### config.mk
export PLATFORM = sky130hd
export DESIGN_NAME = video_timing
export DESIGN_NICKNAME = d
export VERILOG_FILES = /design/src/rtl/video_timing_pkg.sv /design/src/rtl/video_timing_axis.sv /design/src/rtl/video_timing.sv
export SDC_FILE = /design/constraint.sdc
export NUM_CORES = 1
export LEC_CHECK = 0
export CORE_MARGIN = 4
export CORE_UTILIZATION = 50
export DETAILED_ROUTE_END_ITERATION = 16
export PLACE_DENSITY = 0.9
export SLEW_MARGIN = 20
export SYNTH_ARGS = -nofsm -noshare
export SYNTH_HDL_FRONTEND = slang
export SYNTH_SLANG_ARGS = --single-unit
### constraint.sdc
create_clock -name clk_in -period 2.07 [get_ports clk_in]
set_input_delay 0.207 -clock clk_in [delete_from_list [all_inputs] [get_ports clk_in]]
set_output_delay 0.207 -clock clk_in [all_outputs]
set_load 0.03 [all_outputs]
### src/rtl/video_timing_pkg.sv
// Shared constants, axis region type and helpers for the video_timing raster generator.
package video_timing_pkg;

   localparam int unsigned DefHActive     = 640;
   localparam int unsigned DefHFrontPorch = 16;
   localparam int unsigned DefHSyncWidth  = 96;
   localparam int unsigned DefHBackPorch  = 48;
   localparam int unsigned DefVActive     = 480;
   localparam int unsigned DefVFrontPorch = 10;
   localparam int unsigned DefVSyncWidth  = 2;
   localparam int unsigned DefVBackPorch  = 33;

   typedef enum logic [1:0] {
      RegionActive,
      RegionFront,
      RegionSync,
      RegionBack
   } axis_region_e;

   function automatic axis_region_e axis_region(input int unsigned pos,
                                                input int unsigned active,
                                                input int unsigned front,
                                                input int unsigned sync);
      if (pos < active) return RegionActive;
      if (pos < active + front) return RegionFront;
      if (pos < active + front + sync) return RegionSync;
      return RegionBack;
   endfunction

   function automatic int unsigned count_width(input int unsigned total);
      return (total > 1) ? $clog2(total) : 1;
   endfunction

endpackage

### src/rtl/video_timing_axis.sv
// One raster axis: position counter with wrap, blank and sync flags registered from the next count.
module timing_axis
   import video_timing_pkg::*;
#(
   parameter int unsigned ACTIVE = DefHActive,
   parameter int unsigned FP     = DefHFrontPorch,
   parameter int unsigned SYNC   = DefHSyncWidth,
   parameter int unsigned BP     = DefHBackPorch,
   parameter bit          POL    = 1'b0,
   localparam int unsigned TOTAL = ACTIVE + FP + SYNC + BP,
   localparam int unsigned W     = count_width(TOTAL)
) (
   input  logic         clk,
   input  logic         reset,
   input  logic         step,
   output logic [W-1:0] count,
   output logic         last,
   output logic         blank,
   output logic         blank_next,
   output logic         sync
);

   localparam logic [W-1:0] LastPos = W'(TOTAL - 1);

   if (ACTIVE < 1 || FP < 1 || SYNC < 1 || BP < 1) begin : g_param_check
      $error("timing_axis: every region length must be at least 1");
   end

   logic [W-1:0] count_q, count_d;
   logic         blank_q, sync_q;
   axis_region_e region_d;

   assign last = (count_q == LastPos);

   always_comb begin
      count_d = count_q;
      if (step) count_d = last ? '0 : count_q + W'(1);
      region_d   = axis_region(32'(count_d), ACTIVE, FP, SYNC);
      blank_next = (region_d != RegionActive);
   end

   // Reset parks on the final back-porch position so the first step lands on 0.
   always_ff @(posedge clk) begin
      if (reset) begin
         count_q <= LastPos;
         blank_q <= 1'b1;
         sync_q  <= ~POL;
      end else begin
         count_q <= count_d;
         blank_q <= blank_next;
         sync_q  <= (region_d == RegionSync) ? POL : ~POL;
      end
   end

   assign count = count_q;
   assign blank = blank_q;
   assign sync  = sync_q;

endmodule

### src/rtl/video_timing.sv
// Raster timing generator: both axis counters, syncs, blanking, strobes and a frame counter.
// Optional VIDEO_TIMING_PIXEL_CE_EN adds a pix_ce port that qualifies every advance.
module video_timing
   import video_timing_pkg::*;
#(
   parameter int unsigned H_ACTIVE      = DefHActive,
   parameter int unsigned H_FRONT_PORCH = DefHFrontPorch,
   parameter int unsigned H_SYNC_WIDTH  = DefHSyncWidth,
   parameter int unsigned H_BACK_PORCH  = DefHBackPorch,
   parameter int unsigned V_ACTIVE      = DefVActive,
   parameter int unsigned V_FRONT_PORCH = DefVFrontPorch,
   parameter int unsigned V_SYNC_WIDTH  = DefVSyncWidth,
   parameter int unsigned V_BACK_PORCH  = DefVBackPorch,
   parameter bit          H_SYNC_POL    = 1'b0,
   parameter bit          V_SYNC_POL    = 1'b0,
   parameter int unsigned FRAME_W       = 8,
   localparam int unsigned H_TOTAL = H_ACTIVE + H_FRONT_PORCH + H_SYNC_WIDTH + H_BACK_PORCH,
   localparam int unsigned V_TOTAL = V_ACTIVE + V_FRONT_PORCH + V_SYNC_WIDTH + V_BACK_PORCH,
   localparam int unsigned H_W     = count_width(H_TOTAL),
   localparam int unsigned V_W     = count_width(V_TOTAL)
) (
   input  logic               clk_in,
   input  logic               reset,
   input  logic               en,
`ifdef VIDEO_TIMING_PIXEL_CE_EN
   input  logic               pix_ce,
`endif
   output logic [H_W-1:0]     h_count,
   output logic [V_W-1:0]     v_count,
   output logic               h_blank,
   output logic               v_blank,
   output logic               hsync,
   output logic               vsync,
   output logic               de,
   output logic               line_start,
   output logic               frame_start,
   output logic [FRAME_W-1:0] frame_count
);

   logic adv, h_last, v_last, h_blank_next, v_blank_next, v_step;
   logic de_q, line_start_q, frame_start_q;
   logic [FRAME_W-1:0] frame_count_q;

`ifdef VIDEO_TIMING_PIXEL_CE_EN
   assign adv = en & pix_ce;
`else
   assign adv = en;
`endif

   assign v_step = adv & h_last;

   timing_axis #(
      .ACTIVE (H_ACTIVE),
      .FP     (H_FRONT_PORCH),
      .SYNC   (H_SYNC_WIDTH),
      .BP     (H_BACK_PORCH),
      .POL    (H_SYNC_POL)
   ) u_h_axis (
      .clk        (clk_in),
      .reset      (reset),
      .step       (adv),
      .count      (h_count),
      .last       (h_last),
      .blank      (h_blank),
      .blank_next (h_blank_next),
      .sync       (hsync)
   );

   timing_axis #(
      .ACTIVE (V_ACTIVE),
      .FP     (V_FRONT_PORCH),
      .SYNC   (V_SYNC_WIDTH),
      .BP     (V_BACK_PORCH),
      .POL    (V_SYNC_POL)
   ) u_v_axis (
      .clk        (clk_in),
      .reset      (reset),
      .step       (v_step),
      .count      (v_count),
      .last       (v_last),
      .blank      (v_blank),
      .blank_next (v_blank_next),
      .sync       (vsync)
   );

   // Strobes are set only on an advancing edge, so they self-clear after one clk_in cycle.
   always_ff @(posedge clk_in) begin
      if (reset) begin
         de_q          <= 1'b0;
         line_start_q  <= 1'b0;
         frame_start_q <= 1'b0;
         frame_count_q <= '1;
      end else begin
         de_q          <= ~h_blank_next & ~v_blank_next;
         line_start_q  <= v_step;
         frame_start_q <= v_step & v_last;
         if (v_step & v_last) frame_count_q <= frame_count_q + FRAME_W'(1);
      end
   end

   assign de          = de_q;
   assign line_start  = line_start_q;
   assign frame_start = frame_start_q;
   assign frame_count = frame_count_q;

endmodule

Word level (Yosys, flattened, before mapping)
Cells that the tools add are included.

cells by class
  $add $sub $neg = 3
  magnitude comparators = 6
  equal/unequal tests = 4
  muxes and demuxes = 30
  bitwise operators = 5
  reduce and logical (&&, ||, !) cells = 2

operators by type and width
  kind                                                 count
  two-way mux 10 bit                                   4
  < comparator 10 bit, second input constant           3
  < comparator 10 x 9 -> 1 bit, second input constant  3
  two-way mux 2 bit                                    12
  adder 10 x 1 -> 10 bit, second input constant        2
  equality test 10 bit, second input constant          2
  two-way mux 1 bit                                    14
  adder 8 x 1 -> 8 bit, second input constant          1
  equality test 2 bit, second input constant           2
  nonzero test 2 bit                                   2
  bitwise AND 1 bit                                    3
  inverter 1 bit                                       2

word-level totals
  bits in registers = 35
  output and inout bits = 35

Depth between registers and ports, before layout
  word-level depth = 14
  depth in mapped cells = 8
  mapped depth without buffers = 7

Modules after synthesis
Synthesis repeated with hierarchy kept, for this count alone.

second synthesis, totals
  cells, all modules = 194
  area total of the unflattened synthesis = 1,720.4 um^2

modules (own cells, without submodules)
  module                  times used  cells each  area each (um^2)  seq. area each (um^2)
  timing_axis (u_v_axis)  1           80          678.2             240.2
  timing_axis (u_h_axis)  1           68          608.1             240.2
  video_timing            1           46          434.2             220.2

Worst setup path before layout
No wires, ideal clock.

  kind = flip-flop to flip-flop
  from = register u_h_axis.count_q[0] (netlist: u_h_axis.count[0])
  to = register u_v_axis.sync_q (netlist: u_v_axis.sync)
  setup time = 0.137 ns
  arrival = 1.889 ns
  required time = 1.933 ns
  slack = 0.043 ns
  cell stages (with the launch flop) = 9
  buffers on the path = 2
  clock period less this slack = 2.027 ns
  cell sequence = dfxtp_1 > ha_1 > and4b_1 > and3_1 > buf_2 > buf_4 > a31oi_1 > nor4_1 > nand4_1

on the way
  word-level cells in the longest chain between the ends = 12
  elaborated cells between the ends (all ways) = 19
  those cells by class = 3 x order compare; 2 x eq/ne; 13 x mux; 1 x bitwise

ends and longest elaborated chain
  element                          RTL line                 RTL
  from (decl)                      video_timing_axis.sv:29  logic [W-1:0] count_q, count_d;
  from (signal assigned)           video_timing_axis.sv:45  count_q <= LastPos;
  from (signal assigned)           video_timing_axis.sv:49  count_q <= count_d;
  equality test 10 bit *           video_timing_axis.sv:33  assign last = (count_q == LastPos);
  bitwise AND 1 bit *              video_timing.sv:50       assign v_step = adv & h_last;
  two-way mux 10 bit *             video_timing_axis.sv:37  if (step) count_d = last ? '0 : count_q + W'(1);
  < comparator 10 x 9 -> 1 bit     video_timing_pkg.sv:26   if (pos < active + front + sync) return RegionSync;
  two-way mux 1 bit (2 in series)  video_timing_pkg.sv:26
  two-way mux 1 bit                video_timing_pkg.sv:25   if (pos < active + front) return RegionFront;
  two-way mux 2 bit                video_timing_pkg.sv:27   return RegionBack;
  two-way mux 2 bit                video_timing_pkg.sv:26
  two-way mux 2 bit *              video_timing_pkg.sv:25
  equality test 2 bit *            video_timing_axis.sv:51  sync_q <= (region_d == RegionSync) ? POL : ~POL;
  two-way mux 1 bit *              video_timing_axis.sv:51
  to (signal assigned)             video_timing_axis.sv:47  sync_q <= ~POL;
  to (signal assigned)             video_timing_axis.sv:51
  to (decl)                        video_timing_axis.sv:30  logic blank_q, sync_q;

Every way passes the cells marked *; elsewhere a longest branch is shown, timed or not. The select of a mux whose other input is x is not followed.
A chain may end at the register's enable or synchronous reset.

Worst setup path after layout
  from = register u_v_axis.count_q[1] (netlist: u_v_axis.count[1])
  to = register u_v_axis.sync_q (netlist: u_v_axis.sync)

on the way
  word-level cells in the longest chain between the ends = 12
  elaborated cells between the ends (all ways) = 20
  those cells by class = 1 x add/sub; 3 x order compare; 2 x eq/ne; 14 x mux

ends and longest elaborated chain
  element                                                                RTL line
  from (decl)                                                            video_timing_axis.sv:29
  from (signal assigned)                                                 video_timing_axis.sv:45
  from (signal assigned)                                                 video_timing_axis.sv:49
  adder 10 x 1 -> 10 bit / equality test 10 bit (equally long branches)  video_timing_axis.sv:37, video_timing_axis.sv:33
  two-way mux 10 bit                                                     video_timing_axis.sv:37
  two-way mux 10 bit *                                                   video_timing_axis.sv:37
  < comparator 10 x 9 -> 1 bit                                           video_timing_pkg.sv:26
  two-way mux 1 bit (2 in series)                                        video_timing_pkg.sv:26
  two-way mux 1 bit                                                      video_timing_pkg.sv:25
  two-way mux 2 bit                                                      video_timing_pkg.sv:27
  two-way mux 2 bit                                                      video_timing_pkg.sv:26
  two-way mux 2 bit *                                                    video_timing_pkg.sv:25
  equality test 2 bit *                                                  video_timing_axis.sv:51
  two-way mux 1 bit *                                                    video_timing_axis.sv:51

Marks and branches as above.

==> out/metrics.cfg <==
[synth]
synth_edf_count=0
synth_cells=199
synth_seq_area_share=0.400
ys_warn_count=0
synth_ff_type=dfxtp_1
yosysTopAreaCellShare=0.400
yosysMostFrequentCell=dfxtp_1
yosysTopAreaCell=dfxtp_1
yosys-top-cells-count=35 x dfxtp_1, 18 x nand2_1, 14 x nor2_1, 13 x nand4_1, 12 x o21ai_0
async_flop_share=0
yosysUniqueCellTypes=48
synth_nets=206
synth-seq-cells=35
synthTopCellsByArea=dfxtp_1 40%, xnor2_1 5.0%, nand4_1 4.6%, nand2_1 3.9%, xor2_1 3.5%
syn-cell-area_sq_um=1750
syn_avg_cell_area_sq_um=8.81

[worst_setup_path]
critPathMaxStageDelay_ps=440
crit_chain=inv_1 -> ha_1 -> and4bb_1 -> and4_1 -> o211a_1 -> nor4_1 -> nand4_1
critPathMaxFanout=6
crit_type=reg2reg
critical_path_buf_inv_count=1
crit_arrival_ps=2140
startpoint_type=flop
cp_top_family=simple AND/OR/NAND/NOR gates
crit_slowest_cell=dfxtp_1
end_kind=flop
required_ps=2280

[finish]
num_antenna_cells=0
instances_no_fill=298
drive_gt1_frac=0.135
nFillCells=284
area_growth_pct=31.7
num-nets-final=258

[die]
die_w_microns=67.2
fp.dieH_microns=67.2
ios=38
row_count=21
initial_core_util=0.521
die_area_sq_um=4520
core_sq_um=3360

[clock_network]
post_cts_buffers=0
clk_pin_slew_ps=110
cts_htree_levels=2
cts_tree=yes
cts_sinks=35
insertion_delay_ps=350
clk_path_buf_depth=2
cts-buffers-inserted=5
root_buffer=clkbuf_4

[grt]
grt_max_degree=13
first_global_vias=1551
grt_first_pass_wirelength_microns=6850
grt.overflow.total=0
antenna_found_initial=0
groute.usage.overall=0.197

[placement]
place_congestion=0.885
dp_cells=290
dpl.hpwl_microns=3040
port_buffers=37

[drt]
vias_per_cell=5.57
avgRoutedWirePerCell_microns=13.6
drc=0
drt-total-wl_microns=4060
ant_nets=0
first_iter_violations=96
vias=1660
firstDrtPassIters=4

[sta]
finalMaxSlewViolations=0
max_freq_mhz=518
max_slew_margin=0.728
hold_viol=0
rsz0062_at_grt=true
finClkSkew_ps=13.2
worst_pin_slew_ps=403
finalCritPeriodShare=0.932
period_minus_slack_ps=1930
setup_viol=0

[power]
switchingPower_uw=836
ir_drop_mv=0.469
switching_share=0.394
power_frac_seq=0.398
p_int_uw=1290
power_uw=2120
pwr_density_cell_nw_per_um2=920
leakage_uw=0.000910
pwr-share-clk=0.169
comb_power_share=0.433

[job]
drv_cap=0

[min_path]
min_path_type=reg2reg

[status]
status=finished, final reports clean

[placed cells by master, fill, tap and decap left out, types with 2 or more instances in the layout]
cell             Yosys  final
nand3b_1             2      2
nand4_1             13     13
and4_1               4      4
dfxtp_1             35     35
and3_1               7      7
ha_1                 4      4
nand2b_1             2      2
nor2_1              14     14
xor2_1               7      7
clkbuf_1             2      2
clkdlybuf4s50_1      0     37
nand2_1             18     18
nor3_1               4      4
nor4_1               4      4
inv_1                5      5
or2_2                3      3
buf_4                2     18
a21oi_1              6      6
o21ai_0             12     12
or3_1                3      3
nand3_1             10     10
clkbuf_4             0      5
a31oi_1              3      3
xnor2_1             10     10
[cell type report]
type	instances	area [sq um]	share of cell area
Multi-Input combinational cell	149	976	0.423
Inverter	5	18.8	0.00813
Tap cell	46	57.6	0.0249
Clock inverter	1	5.00	0.00217
Clock buffer	7	45.0	0.0195
Sequential cell	35	701	0.304
Timing Repair Buffer	55	505	0.219
[worst paths after layout]
kind	startpoint	endpoint	slack, ps	cells after the start
max	u_v_axis.count[1]	u_v_axis.sync	140	7
min reg2reg	frame_count[1]	frame_count[1]	550	2
min	frame_count[1]	frame_count[1]	550	2
max reg2reg	u_v_axis.count[1]	u_v_axis.sync	140	7
[power by group through the flow]
stage | Clock, uW | Sequential [uW] | Combinational, uW
final | 358 | 846 | 919
after global routing | 392 | 858 | 1000
after CTS | 365 | 846 | 919
after detailed placement | 0 | 861 | 916
after global placement | 0 | 858 | 891
after floorplan | 0 | 1020 | 418
[logic make-up (layout without fill, tap and decap cells)]
kind of cell / Yosys count / count (layout) / share of synthesized area
and+or+nand+nor: 95 / 95 / 0.321
DFF: 35 / 35 / 0.400
AOI/OAI and AO/OA: 32 / 32 / 0.116
buffers and inverters: 15 / 68 / 0.0443
adders and majority gates: 4 / 4 / 0.0286
xor gates and xnor gates: 17 / 17 / 0.0849
muxes: 1 / 1 / 0.00571
[layer usage]
metal  global-route usage  wire (microns)  share of wire
met2                0.329            1940           0.48
met4               0.0608              57          0.014
met5                    0               0              0
met3               0.0582             268          0.066
met1                0.245            1800           0.44
[repair_timing]
item	4_1_cts	5_1_grt
setup endpoints to repair	0	2
gates resized for setup	0	1
hold buffers	0	0
[through the flow]
stage	hold slack [ps]	instance area (sq um)	util	setup TNS, ps	worst slack, ps
floorplan	384	1750	-	0	43.2
global placement	518	2260	0.671	0	119
detailed placement	530	2260	0.671	0	11.4
CTS	545	2310	0.686	0	122
global route	593	2310	0.686	-54.9	-32.3
finish	545	2310	0.686	0	141
[worst register-to-register path, cell delays in order (launching register included)]
cell      delay, ps
dfxtp_1         440
inv_1            90
ha_1            180
and4bb_1        230
and4_1          240
o211a_1         250
nor4_1          260
nand4_1         120
No activity file was read; power rests on OpenSTA's default activity.
